$ cat src/rtl/i2c_slave_tx_pkg.sv
// Shared I2C definitions: transmit FSM state type, ACK/NACK bus levels, default byte width.
package i2c_pkg;

    localparam int unsigned I2C_DATA_W = 8;

    localparam logic I2C_ACK  = 1'b0;
    localparam logic I2C_NACK = 1'b1;

    typedef enum logic [1:0] {
        IDLE  = 2'd0,
        SHIFT = 2'd1,
        ACK   = 2'd2
    } tx_state_t;

endpackage

$ cat src/rtl/i2c_slave_tx_if.sv
// Handshake and SDA signals between the slave controller and the transmit serializer.
interface i2c_slave_tx_if
    import i2c_pkg::*;
#(
    parameter int unsigned DATA_W = I2C_DATA_W
);
    logic              en;
    logic [DATA_W-1:0] tx_data;
    logic              tx_valid;
    logic              tx_ready;
    logic              sda_in;
    logic              sda_drive_low;
    logic              byte_done;
    logic              nack;
    logic              underrun;

    modport slave (
        input  en, tx_data, tx_valid, sda_in,
        output tx_ready, sda_drive_low, byte_done, nack, underrun
    );

    modport master (
        output en, tx_data, tx_valid, sda_in,
        input  tx_ready, sda_drive_low, byte_done, nack, underrun
    );
endinterface

$ cat src/rtl/i2c_slave_tx_bit_counter.sv
// Saturating bit counter clocked on SCL falling edges; clr together with inc restarts at 1.
module i2c_bit_counter #(
    parameter  int unsigned DATA_W = 8,
    localparam int unsigned CNT_W  = $clog2(DATA_W + 2)
) (
    input  logic             SCL,
    input  logic             reset,
    input  logic             clr,
    input  logic             inc,
    output logic [CNT_W-1:0] cnt,
    output logic             last
);
    localparam logic [CNT_W-1:0] CNT_MAX = CNT_W'(DATA_W);

    always_ff @(negedge SCL or posedge reset) begin
        if (reset) begin
            cnt <= '0;
        end else if (clr) begin
            cnt <= inc ? CNT_W'(1) : '0;
        end else if (inc && !last) begin
            cnt <= cnt + CNT_W'(1);
        end
    end

    assign last = (cnt == CNT_MAX);
endmodule

$ cat src/rtl/i2c_slave_tx.sv
// I2C slave-transmit serializer: shifts bytes MSB first as open-drain drive-low, then samples the master ACK.
// Optional debug ports dbg_state/dbg_cnt are present when I2C_TX_DBG_EN is defined.
module i2c_slave_tx
    import i2c_pkg::*;
#(
    parameter  int unsigned DATA_W = I2C_DATA_W,
    localparam int unsigned CNT_W  = $clog2(DATA_W + 2)
) (
    input  logic             SCL,
    input  logic             reset,
    i2c_slave_tx_if.slave    bus
`ifdef I2C_TX_DBG_EN
    ,
    output logic [1:0]       dbg_state,
    output logic [CNT_W-1:0] dbg_cnt
`endif
);
    tx_state_t         state, state_nxt;
    logic [DATA_W-1:0] shreg, shreg_nxt;
    logic              drv_nxt, ready_nxt, done_nxt, nack_nxt, under_nxt;
    logic              cnt_clr, cnt_inc, cnt_last;
    logic [CNT_W-1:0]  cnt;

    i2c_bit_counter #(.DATA_W(DATA_W)) u_cnt (
        .SCL   (SCL),
        .reset (reset),
        .clr   (cnt_clr),
        .inc   (cnt_inc),
        .cnt   (cnt),
        .last  (cnt_last)
    );

    always_comb begin
        state_nxt = state;
        shreg_nxt = shreg;
        drv_nxt   = 1'b0;
        ready_nxt = 1'b0;
        done_nxt  = 1'b0;
        nack_nxt  = 1'b0;
        under_nxt = 1'b0;
        cnt_clr   = 1'b0;
        cnt_inc   = 1'b0;
        case (state)
            IDLE: begin
                if (bus.en && bus.tx_valid) begin
                    shreg_nxt = bus.tx_data;
                    drv_nxt   = ~bus.tx_data[DATA_W-1];
                    ready_nxt = 1'b1;
                    cnt_inc   = 1'b1;
                    state_nxt = SHIFT;
                end
            end
            SHIFT: begin
                if (!bus.en) begin
                    state_nxt = IDLE;
                    cnt_clr   = 1'b1;
                end else if (cnt_last) begin
                    state_nxt = ACK;
                end else begin
                    shreg_nxt = {shreg[DATA_W-2:0], 1'b0};
                    drv_nxt   = ~shreg[DATA_W-2];
                    cnt_inc   = 1'b1;
                end
            end
            ACK: begin
                // Abort outranks the ACK sample when en drops on the sampling edge.
                if (!bus.en) begin
                    state_nxt = IDLE;
                    cnt_clr   = 1'b1;
                end else begin
                    done_nxt = 1'b1;
                    if (bus.sda_in == I2C_NACK) begin
                        nack_nxt  = 1'b1;
                        state_nxt = IDLE;
                        cnt_clr   = 1'b1;
                    end else if (bus.tx_valid) begin
                        shreg_nxt = bus.tx_data;
                        drv_nxt   = ~bus.tx_data[DATA_W-1];
                        ready_nxt = 1'b1;
                        cnt_clr   = 1'b1;
                        cnt_inc   = 1'b1;
                        state_nxt = SHIFT;
                    end else begin
                        under_nxt = 1'b1;
                        state_nxt = IDLE;
                        cnt_clr   = 1'b1;
                    end
                end
            end
            default: begin
                state_nxt = IDLE;
                cnt_clr   = 1'b1;
            end
        endcase
    end

    always_ff @(negedge SCL or posedge reset) begin
        if (reset) begin
            state             <= IDLE;
            shreg             <= '0;
            bus.sda_drive_low <= 1'b0;
            bus.tx_ready      <= 1'b0;
            bus.byte_done     <= 1'b0;
            bus.nack          <= 1'b0;
            bus.underrun      <= 1'b0;
        end else begin
            state             <= state_nxt;
            shreg             <= shreg_nxt;
            bus.sda_drive_low <= drv_nxt;
            bus.tx_ready      <= ready_nxt;
            bus.byte_done     <= done_nxt;
            bus.nack          <= nack_nxt;
            bus.underrun      <= under_nxt;
        end
    end

`ifdef I2C_TX_DBG_EN
    assign dbg_state = state;
    assign dbg_cnt   = cnt;
`endif
endmodule

$ cat src/flat_wrapper.sv
// flat-port wrapper written by rule: the top's interface ports become plain ports
module i2c_slave_tx_flat import i2c_pkg::*;
#(
    parameter  int unsigned DATA_W = I2C_DATA_W,
    localparam int unsigned CNT_W  = $clog2(DATA_W + 2)
)
  (SCL, reset, bus_en, bus_tx_data, bus_tx_valid, bus_sda_in, bus_tx_ready, bus_sda_drive_low, bus_byte_done, bus_nack, bus_underrun);
  i2c_slave_tx_if #(.DATA_W(DATA_W)) bus_i ();
  input  logic SCL;
  input  logic reset;
  input wire logic [$bits(bus_i.en)-1:0] bus_en;
  input wire logic [$bits(bus_i.tx_data)-1:0] bus_tx_data;
  input wire logic [$bits(bus_i.tx_valid)-1:0] bus_tx_valid;
  input wire logic [$bits(bus_i.sda_in)-1:0] bus_sda_in;
  output wire logic [$bits(bus_i.tx_ready)-1:0] bus_tx_ready;
  output wire logic [$bits(bus_i.sda_drive_low)-1:0] bus_sda_drive_low;
  output wire logic [$bits(bus_i.byte_done)-1:0] bus_byte_done;
  output wire logic [$bits(bus_i.nack)-1:0] bus_nack;
  output wire logic [$bits(bus_i.underrun)-1:0] bus_underrun;
  assign bus_i.en = bus_en;
  assign bus_i.tx_data = bus_tx_data;
  assign bus_i.tx_valid = bus_tx_valid;
  assign bus_i.sda_in = bus_sda_in;
  assign bus_tx_ready = bus_i.tx_ready;
  assign bus_sda_drive_low = bus_i.sda_drive_low;
  assign bus_byte_done = bus_i.byte_done;
  assign bus_nack = bus_i.nack;
  assign bus_underrun = bus_i.underrun;
  i2c_slave_tx #(.DATA_W(DATA_W)) u_core (.SCL(SCL), .reset(reset), .bus(bus_i));
endmodule
$ cat config.mk
export PLATFORM = sky130hd
export DESIGN_NAME = i2c_slave_tx_flat
export DESIGN_NICKNAME = d
export VERILOG_FILES = /design/src/rtl/i2c_slave_tx_pkg.sv /design/src/rtl/i2c_slave_tx_if.sv /design/src/rtl/i2c_slave_tx_bit_counter.sv /design/src/rtl/i2c_slave_tx.sv /design/src/flat_wrapper.sv
export SDC_FILE = /design/constraint.sdc
export NUM_CORES = 1
export LEC_CHECK = 0
export ABC_CLOCK_PERIOD_IN_PS = 2700
export CAP_MARGIN = 25
export CORE_ASPECT_RATIO = 1.5
export CORE_MARGIN = 5
export CORE_UTILIZATION = 51
export CTS_CLUSTER_SIZE = 24
export DETAILED_ROUTE_END_ITERATION = 10
export PLACE_DENSITY_LB_ADDON = 0.25
export SETUP_SLACK_MARGIN = 0.4
export SYNTH_ARGS = -nofsm -noshare
export SYNTH_HDL_FRONTEND = slang
export SYNTH_HIERARCHICAL = 1
export SYNTH_SLANG_ARGS = --single-unit
$ cat constraint.sdc
create_clock -name SCL -period 2.7 [get_ports SCL]
set_clock_uncertainty 0.2 [all_clocks]
set_input_delay 0.81 -clock SCL [delete_from_list [all_inputs] [get_ports SCL]]
set_output_delay 0.81 -clock SCL [all_outputs]
set_load 0.02 [all_outputs]
==> flow_summary_export.csv <==
group,metric,value,unit
synthesis,syn_nets,108,
route,firstDrtPassIters,4,
placed_design,placed_cells,139,
setup_path,cp-end-kind,"register",
setup_path,worstRegToRegCells,7,
placed_design,dp_slack,-1.31,ns
route,route.detailed.drc,0,
setup_path,crit_path_start,"bus_sda_in",
route,first_iter_violations,8,
die,initial_core_util,0.541,
die,die_h,64.3,um
route,ant_nets,0,
timing,slew_violations,0,
clocking,clkTransAtPathRegs,0.07,ns
synthesis,ys_dominant_reg_cell,"dfrtn_1",
clocking,cts-htree-levels,1,
clocking,clock_sinks,18,
power,cellPowerDensity,891,nW/um2
run,drv_cap,0,
final_layout,ff_latch_area,450,um2
die,ios,18,
die,die_area,2970,um2
outcome,violations,"negative setup slack",
power,p_leak,0.734,nW
min_path,worstHoldStart,"u_core/shreg[2]",
die,fp-row-count,19,
timing,rsz0062_at_grt,"yes",
synthesis,synth_edf_count,0,
timing,whs,0.258,ns
synthesis,synth_common_cells,"18 x dfrtn_1, 11 x mux2_2, 10 x inv_1",
timing,setup_tns,-9.50,ns
grt,grt_first_pass_wirelength,4.14,mm
grt,grt-ovfl-total,0,
final_layout,finish.utilization,0.819,
route,viasPerCell,5.45,
outcome,status,"complete, but fails checks",
synthesis,synth_area_leaders,"dfrtn_1 45%, mux2_2 12%, ha_1 7.5%, inv_1 3.7%, nand2_1 3.0%",
setup_path,crit_required,1.29,ns
timing,setup_violations,22,
clocking,clockRootBuffer,"clkbuf_4",
final_layout,fin_cells,146,
synthesis,synth_area_leader_cell,"dfrtn_1",
final_layout,synthToLayoutAreaGrowth,51.4,%
synthesis,yosys_register_bits,18,
final_layout,drive_gt1_frac,0.456,
final_layout,antenna_cells,0,
synthesis,synth_area_per_cell,11.3,um2
timing,worst_slack,-0.577,ns
placed_design,place.gp.congestion,0.738,
power,worst_ir_drop_vdd,0.614,mV
synthesis,synth_top_area_share,0.449,
synthesis,synth_area,1000,um2
clocking,tritoncts,"done",
final_layout,multiInputGateArea,603,um2
clocking,numCtsBuffers,3,
final_layout,fillers,111,
synthesis,ys_seq_area_frac,0.449,
timing,slew_headroom,0.638,
die,die_w,46.2,um
route,routed_wire_length_per_instance,16.4,um
setup_path,r2r-start,"u_core/state[0]",
placed_design,portBuffers,17,
grt,grt_pass1_vias,865,
synthesis,yosys.cell_types.count,31,
setup_path,crit_end,"u_core/shreg[0]",
setup_path,critPathLaunchType,"input port",
synthesis,async_flop_share,1.00,
clocking,clock_latency,0.29,ns
setup_path,ff2ff_setup_slack,0.53,ns
power,power,1.35,mW
die,coreArea,1850,um2
route,wl,2.39,mm
grt,grt_max_degree,12,
min_path,hold_class,"reg2reg",
setup_path,cp_max_fo,7,
grt,antenna_found_initial,0,
final_layout,post-route-cell-area,1520,um2
setup_path,cp_data_arrival_time,1.87,ns
setup_path,critPathKind,"in2reg",
synthesis,yosys_warnings,6,
timing,hold_violations,0,
synthesis,synth_most_common_cell,"dfrtn_1",
placed_design,hpwlAfterDp,1.62,mm
clocking,cts_buffer_depth,2,
timing,tightest_slew,0.528,ns
final_layout,nets,145,
route,vias,795,
grt,grt_use_total,0.192,
clocking,hold_buffers,0,
placed_design,placed_cell_area,1380,um2
synthesis,netlist_instances,89,
setup_path,r2r_end,"u_core/u_cnt/cnt[2]",
## cells by family after synthesis
| group | share of synthesized area |
|---|---|
| simple gates | 0.165 |
| flops | 0.449 |
| compound gates | 0.105 |
| mux | 0.156 |
| buf+inv | 0.0424 |
| fa+ha+maj | 0.0748 |
| xor+xnor | 0.00873 |
## how the worst min path moves through the flow
stage / end / cells after the start
after floorplan: u_core/shreg[2] / 1
after global placement: u_core/shreg[3] / 1
after global routing: u_core/shreg[3] / 1
final: u_core/shreg[2] / 1
after detailed placement: u_core/shreg[3] / 1
after CTS: u_core/shreg[5] / 1
## registers in the layout, summed over array words and instances, names as in the netlist
register	cells
u_core/bus.nack	1
u_core/shreg	7
u_core/bus.tx_ready	1
u_core/bus.underrun	1
u_core/bus.sda_drive_low	1
u_core/bus.byte_done	1
u_core/state	2
u_core/u_cnt/cnt	4
## where the power goes
group | switching [mW] | internal (mW)
registers | 0.0574 | 0.371
logic | 0.339 | 0.421
clock network | 0.0836 | 0.0821
## cells in the final DEF, fill, tap and decap left out, types with 2 or more instances in the layout
| cell | n |
|---|---|
| dfrtn_1 | 18 |
| buf_6 | 15 |
| clkdlybuf4s50_1 | 7 |
| inv_1 | 7 |
| mux2_4 | 7 |
| mux2_2 | 6 |
| nand2_1 | 6 |
| ha_1 | 6 |
| buf_4 | 6 |
| clkbuf_4 | 3 |
| o31ai_1 | 3 |
| nor2_1 | 3 |
| buf_8 | 2 |
| dlygate4sd2_1 | 2 |
## layer usage
layer | vias to the layer above | global-route usage | wire [um]
met2 | 14 | 0.336 | 1420
li1 | 381 | - | -
met3 | 8 | 0.0169 | 63
met4 | 0 | 0.0819 | 63
met5 | - | 0 | 0
met1 | 392 | 0.225 | 841
## worst max-delay path, cell delays in order
cell and delay [ns]:
buf_6 0.09, and2b_1 0.22, a21bo_2 0.16, nand4b_4 0.22, mux2_4 0.36
## area by class of cell
class | instances | share of cell area
Clock buffer | 4 | 0.0239
Tap cell | 21 | 0.0173
Timing Repair Buffer | 33 | 0.231
Multi-Input combinational cell | 60 | 0.397
Inverter | 10 | 0.0338
Sequential cell | 18 | 0.297
## what timing repair did
action	CTS	global route
resized for setup	63	5
setup buffers	2	1
pin swaps	12	8
endpoints found under the setup margin	41	23
(Power assumes the default switching activity.)
